`config.mk`:
```
export PLATFORM = sky130hd
export DESIGN_NAME = tinyalu_core
export DESIGN_NICKNAME = d
export VERILOG_FILES = /design/src/rtl/tinyalu_core.sv
export SDC_FILE = /design/constraint.sdc
export NUM_CORES = 1
export LEC_CHECK = 0
export CAP_MARGIN = 20
export CORE_MARGIN = 5
export CORE_UTILIZATION = 59
export CTS_CLUSTER_SIZE = 10
export DETAILED_ROUTE_END_ITERATION = 10
export MAX_ROUTING_LAYER = met4
export PLACE_DENSITY = 0.88
export SYNTH_ARGS = -nofsm -noshare
export SYNTH_HDL_FRONTEND = slang
export SYNTH_SLANG_ARGS = --single-unit
export TNS_END_PERCENT = 50
```
`constraint.sdc`:
```
create_clock -name clk -period 5.64 [get_ports clk]
set_input_delay 0.846 -clock clk [delete_from_list [all_inputs] [get_ports clk]]
set_output_delay 0.846 -clock clk [all_outputs]
set_load 0.02 [all_outputs]
```
`src/rtl/tinyalu_core.sv`:
```
// TinyALU responder: captures A/B/op on start, add/and/xor complete in one cycle,
// mul completes MUL_LATENCY cycles after capture. done is a registered one-cycle pulse.
module tinyalu_core #(
   parameter int unsigned MUL_LATENCY = 3
) (
   input  logic        clk,
   input  logic        reset,
   input  logic [7:0]  A,
   input  logic [7:0]  B,
   input  logic [2:0]  op,
   input  logic        start,
   output logic        done,
   output logic [15:0] result,
   output logic        busy,
   output logic        err_op
);

   typedef enum logic [1:0] {IDLE, EXEC, MUL, REARM} state_t;

   localparam logic [2:0] OP_NOP = 3'b000;
   localparam logic [2:0] OP_ADD = 3'b001;
   localparam logic [2:0] OP_AND = 3'b010;
   localparam logic [2:0] OP_XOR = 3'b011;
   localparam logic [2:0] OP_MUL = 3'b100;
   localparam logic [3:0] CNT_LAST = 4'(MUL_LATENCY);

   if (MUL_LATENCY < 2 || MUL_LATENCY > 8) begin : g_bad_latency
      $error("tinyalu_core: MUL_LATENCY must be within 2..8");
   end

   state_t      state_q, state_d;
   logic [7:0]  a_q, a_d, b_q, b_d;
   logic [2:0]  op_q, op_d;
   logic [3:0]  cnt_q, cnt_d;
   logic        done_q, done_d;
   logic [15:0] result_q, result_d;
   logic        err_q, err_d;

   always_ff @(posedge clk) begin
      if (reset) begin
         state_q  <= IDLE;
         a_q      <= '0;
         b_q      <= '0;
         op_q     <= OP_NOP;
         cnt_q    <= '0;
         done_q   <= 1'b0;
         result_q <= '0;
         err_q    <= 1'b0;
      end else begin
         state_q  <= state_d;
         a_q      <= a_d;
         b_q      <= b_d;
         op_q     <= op_d;
         cnt_q    <= cnt_d;
         done_q   <= done_d;
         result_q <= result_d;
         err_q    <= err_d;
      end
   end

   // Dropping start before the done edge aborts the command back to IDLE.
   always_comb begin
      state_d = state_q;
      case (state_q)
         IDLE: begin
            if (start) begin
               if (op == OP_ADD || op == OP_AND || op == OP_XOR) state_d = EXEC;
               else if (op == OP_MUL)                              state_d = MUL;
            end
         end
         EXEC:    state_d = start ? REARM : IDLE;
         MUL: begin
            if (!start)                 state_d = IDLE;
            else if (cnt_q == CNT_LAST) state_d = REARM;
         end
         REARM:   if (!start) state_d = IDLE;
         default: state_d = IDLE;
      endcase
   end

   always_comb begin
      a_d      = a_q;
      b_d      = b_q;
      op_d     = op_q;
      cnt_d    = cnt_q;
      done_d   = 1'b0;
      result_d = result_q;
      err_d    = err_q;
      case (state_q)
         IDLE: begin
            if (start) begin
               if (op >= OP_ADD && op <= OP_MUL) begin
                  a_d   = A;
                  b_d   = B;
                  op_d  = op;
                  cnt_d = 4'd1;
               end else if (op != OP_NOP) begin
                  err_d = 1'b1;
               end
            end
         end
         EXEC: begin
            if (start) begin
               done_d = 1'b1;
               case (op_q)
                  OP_ADD:  result_d = {7'b0, {1'b0, a_q} + {1'b0, b_q}};
                  OP_AND:  result_d = {8'b0, a_q & b_q};
                  OP_XOR:  result_d = {8'b0, a_q ^ b_q};
                  default: result_d = result_q;
               endcase
            end
         end
         MUL: begin
            cnt_d = cnt_q + 4'd1;
            if (start && cnt_q == CNT_LAST) begin
               done_d   = 1'b1;
               result_d = {8'b0, a_q} * {8'b0, b_q};
            end
         end
         default: ;
      endcase
   end

   assign done   = done_q;
   assign result = result_q;
   assign busy   = (state_q == EXEC) || (state_q == MUL);
   assign err_op = err_q;

endmodule

```
==> metrics.txt <==
# TYPE chip_impl_metric gauge
chip_impl_info{name="run_status",value="finished, final reports clean"} 1
chip_impl_metric{name="synthDistinctLibCells",unit=""} 58
chip_impl_info{name="cp_common_cell",value="fa_1"} 1
chip_impl_metric{name="drtPass1Iterations",unit=""} 5
chip_impl_metric{name="post_synthesis_adder_cell_area_fraction",unit="%"} 31.64
chip_impl_metric{name="synth.area.mux_share",unit="%"} 0.7310
chip_impl_metric{name="post-place-cells",unit=""} 628
chip_impl_metric{name="drt_drc_violations_left",unit=""} 0
chip_impl_metric{name="ctsHoldBuffers",unit=""} 0
chip_impl_info{name="tritoncts",value="done"} 1
chip_impl_metric{name="floorplan.die_area",unit="µm²"} 9055
chip_impl_metric{name="vdd.ir_drop.worst",unit="mV"} 0.2115
chip_impl_info{name="clock_tree.root_cell",value="clkbuf_8"} 1
chip_impl_metric{name="ctsHtreeMaxLevel",unit=""} 2
chip_impl_metric{name="synth_compound_gate_area_share",unit="%"} 16.35
chip_impl_metric{name="antennaDiodeCount",unit=""} 0
chip_impl_metric{name="power_per_standard_cell_area",unit="nW/µm²"} 230.9
chip_impl_metric{name="cp_max_fo",unit=""} 10
chip_impl_metric{name="worst_slew_margin_rel",unit="%"} 34.32
chip_impl_metric{name="synth_xor_area_share",unit="%"} 2.661
chip_impl_metric{name="syn_area_per_cell",unit="µm²"} 8.507
chip_impl_metric{name="finalSetupViolCount",unit=""} 0
chip_impl_info{name="critical_path_class",value="reg2reg"} 1
chip_impl_metric{name="drt-total-wl",unit="µm"} 10250
chip_impl_metric{name="tightest_slew",unit="ps"} 985.2
chip_impl_info{name="critical_path_s_slowest_cell",value="fa_1"} 1
chip_impl_info{name="critical_path.cell_chain",value="nand2_1 > fa_1 > fa_1 > inv_1 > fa_1 > inv_1 > fa_1 > inv_1 > ha_1 > nor2b_1 > a311o_1 > xor2_1 > nand2_1 > a311oi_1"} 1
chip_impl_metric{name="largest_net_degree_at_the_start_of_global_routing",unit=""} 45
chip_impl_info{name="dominant_combinational_cell_family_by_area_after_synthesis",value="adder cells"} 1
chip_impl_metric{name="grt_pass1_wl",unit="µm"} 17370
chip_impl_metric{name="max_slew_vio_count",unit=""} 0
chip_impl_info{name="layout_commonest_cell",value="nand2_1"} 1
chip_impl_metric{name="ys_seq_area_share",unit="%"} 20.12
chip_impl_metric{name="static-leakage-power",unit="nW"} 2.219
chip_impl_metric{name="cts_resizes",unit=""} 0
chip_impl_info{name="reg2reg_from",value="a_q[1]"} 1
chip_impl_metric{name="die_width",unit="µm"} 95.16
chip_impl_metric{name="max-clock-path-buffers",unit=""} 2
chip_impl_metric{name="num_vias",unit=""} 3627
chip_impl_metric{name="port_buffers",unit=""} 40
chip_impl_metric{name="nets",unit=""} 645
chip_impl_metric{name="post_synth_inst_count",unit=""} 503
chip_impl_metric{name="clkTransAtPathRegs",unit="ps"} 90
chip_impl_metric{name="fillers",unit=""} 570
chip_impl_metric{name="grt_overflow_total",unit=""} 0
chip_impl_info{name="endpoint_kind",value="flip-flop"} 1
chip_impl_metric{name="fin_crit",unit="ps"} 4468
chip_impl_metric{name="max_stage_delay",unit="ps"} 540
chip_impl_metric{name="detailedPlacementHpwl",unit="µm"} 8184
chip_impl_metric{name="cp.arrival",unit="ps"} 4680
chip_impl_info{name="mostFrequentLayoutCells",value="nand2_1, inv_1, ha_1"} 1
chip_impl_metric{name="number_of_routed_nets_with_antenna_violations",unit=""} 0
chip_impl_metric{name="post_drt_wl_per_cell",unit="µm"} 16.09
chip_impl_metric{name="sequential_cell_area",unit="µm²"} 860.8
chip_impl_metric{name="timing.max_cap.violations",unit=""} 0
chip_impl_info{name="start_kind",value="flip-flop"} 1
chip_impl_info{name="synth_flop_cell",value="dfxtp_1"} 1
chip_impl_metric{name="share_of_the_clock_period_used_by_the_worst_path",unit="%"} 79.21
chip_impl_metric{name="achievable-frequency",unit="MHz"} 223.8
chip_impl_metric{name="postCtsSetupBuffers",unit=""} 0
chip_impl_metric{name="synth_fp_nets",unit=""} 611
chip_impl_info{name="timing.critical_path.from",value="a_q[1]"} 1
chip_impl_metric{name="start_util",unit="%"} 59.63
chip_impl_metric{name="critical_path_required",unit="ps"} 5850
chip_impl_metric{name="instances_no_fill",unit=""} 637
chip_impl_metric{name="hold_viol",unit=""} 0
chip_impl_metric{name="drive_gt1_share",unit="%"} 4.089
chip_impl_metric{name="antenna_found_initial",unit=""} 0
chip_impl_metric{name="drt_first_iter_violations",unit=""} 208
chip_impl_metric{name="synthesis.area",unit="µm²"} 4279
chip_impl_metric{name="synthToLayoutAreaGrowth",unit="%"} 13.30
chip_impl_metric{name="drt-vias-per-instance",unit=""} 5.694
chip_impl_info{name="worstHoldStart",value="result[11]"} 1
chip_impl_metric{name="total_power",unit="W"} 0.001119
chip_impl_info{name="grt_setup_unrepaired",value="false"} 1
chip_impl_metric{name="number_of_synthesized_flops_with_an_enable_pin",unit=""} 0
chip_impl_metric{name="first_global_vias",unit=""} 3673
chip_impl_metric{name="clkLatencyLatePin",unit="ps"} 310
chip_impl_metric{name="synth-seq-cells",unit=""} 43
chip_impl_metric{name="coreArea",unit="µm²"} 7176
chip_impl_info{name="hold_class",value="reg2reg"} 1
chip_impl_metric{name="final.setup.tns",unit="ps"} 0
chip_impl_metric{name="grt.total_usage",unit="%"} 24.86
chip_impl_metric{name="numClockSinks",unit=""} 43
chip_impl_metric{name="placement_rows",unit=""} 31
chip_impl_metric{name="multiInputGateArea",unit="µm²"} 3129
chip_impl_metric{name="top_level_ports",unit=""} 41
chip_impl_metric{name="finalWeightedCongestion",unit=""} 0.9095
chip_impl_metric{name="yosys.area_share.simple",unit="%"} 21.75
chip_impl_metric{name="clock-skew-final",unit="ps"} 13.27
chip_impl_metric{name="cts_inserted_buffers",unit=""} 5
chip_impl_metric{name="async_flop_share",unit="%"} 0
chip_impl_metric{name="die-height",unit="µm"} 95.16
chip_impl_metric{name="synth.yosys.warnings",unit=""} 0
==> synthesized netlist by cell type, types with 4 or more instances <==
cell type / number / area [µm²]
nand2_1: 67 / 251.5
inv_1: 57 / 214.0
ha_1: 49 / 613.1
and2_1: 46 / 287.8
dfxtp_1: 43 / 860.8
a21oi_1: 42 / 210.2
fa_1: 37 / 740.7
nor2_1: 23 / 86.33
nor3_1: 12 / 60.06
a211oi_1: 8 / 60.06
a21o_1: 8 / 60.06
clkbuf_1: 8 / 30.03
o21ai_0: 8 / 40.04
xnor2_1: 8 / 70.07
a31oi_1: 6 / 37.54
buf_2: 6 / 30.03
and3_1: 5 / 31.28
xor2_1: 5 / 43.79
a22o_1: 4 / 35.03
nand2b_1: 4 / 25.02
==> stage by stage <==
stage	hold WS [ps]	utilization (%)	worst slack, ps	instance area [µm²]
final	470.7	67.57	1172	4848
after global routing	491.7	67.57	908.6	4848
after CTS	470.5	67.38	1181	4835
after detailed placement	455.2	66.05	1197	4740
after global placement	441.4	66.05	1291	4740
after floorplan	462.5	-	1456	4279
==> report_power, final <==
part / internal [W] / total [W] / switching (W)
sequential: 0.000350 / 0.000408 / 0.0000580
clock: 0.0000914 / 0.000216 / 0.000125
combinational: 0.000198 / 0.000495 / 0.000297
==> worst max-delay path: cells and delay by family (launching register included) <==
family,cells,cell delay [ps]
fa+ha+maj,5,2420
flops,1,510
xor+xnor,1,250
compound gates,2,680
simple gates,3,370
buf+inv,3,150
==> cell families after synthesis <==
logic type	Yosys count
compound gates	103
fa+ha+maj	86
buf+inv	73
flops	43
xor+xnor	13
simple gates	182
mux	3
==> state kept, by name, indices dropped and copies added, names as in the netlist <==
name / flops
op_q: 3
done: 1
state_q: 2
err_op: 1
a_q: 8
cnt_q: 4
b_q: 8
result: 16
==> area by class of cell <==
| cell class | count | area share (%) |
|---|---|---|
| Clock inverter | 3 | 0.5419 |
| Clock buffer | 5 | 1.419 |
| Timing Repair Buffer | 42 | 8.697 |
| Sequential cell | 43 | 17.75 |
| Tap cell | 99 | 2.555 |
| Multi-Input combinational cell | 387 | 64.54 |
| Inverter | 58 | 4.490 |
==> worst paths after layout <==
check	to	slack (ps)	cells after the start
setup / recovery	result[8]	1170	14
hold / removal	result[11]	470	2
hold reg to reg	result[11]	470	2
setup reg to reg	result[8]	1170	14
==> layer usage <==
metal  track usage [%]  share of wire (%)  up-vias
met4             6.250                1.6        0
met5                 -                  0        -
met1             32.04                 44     1745
met3             3.157                4.0       19
li1                  -                  -     1758
met2             41.52                 51      105
(Power assumes the default switching activity.)
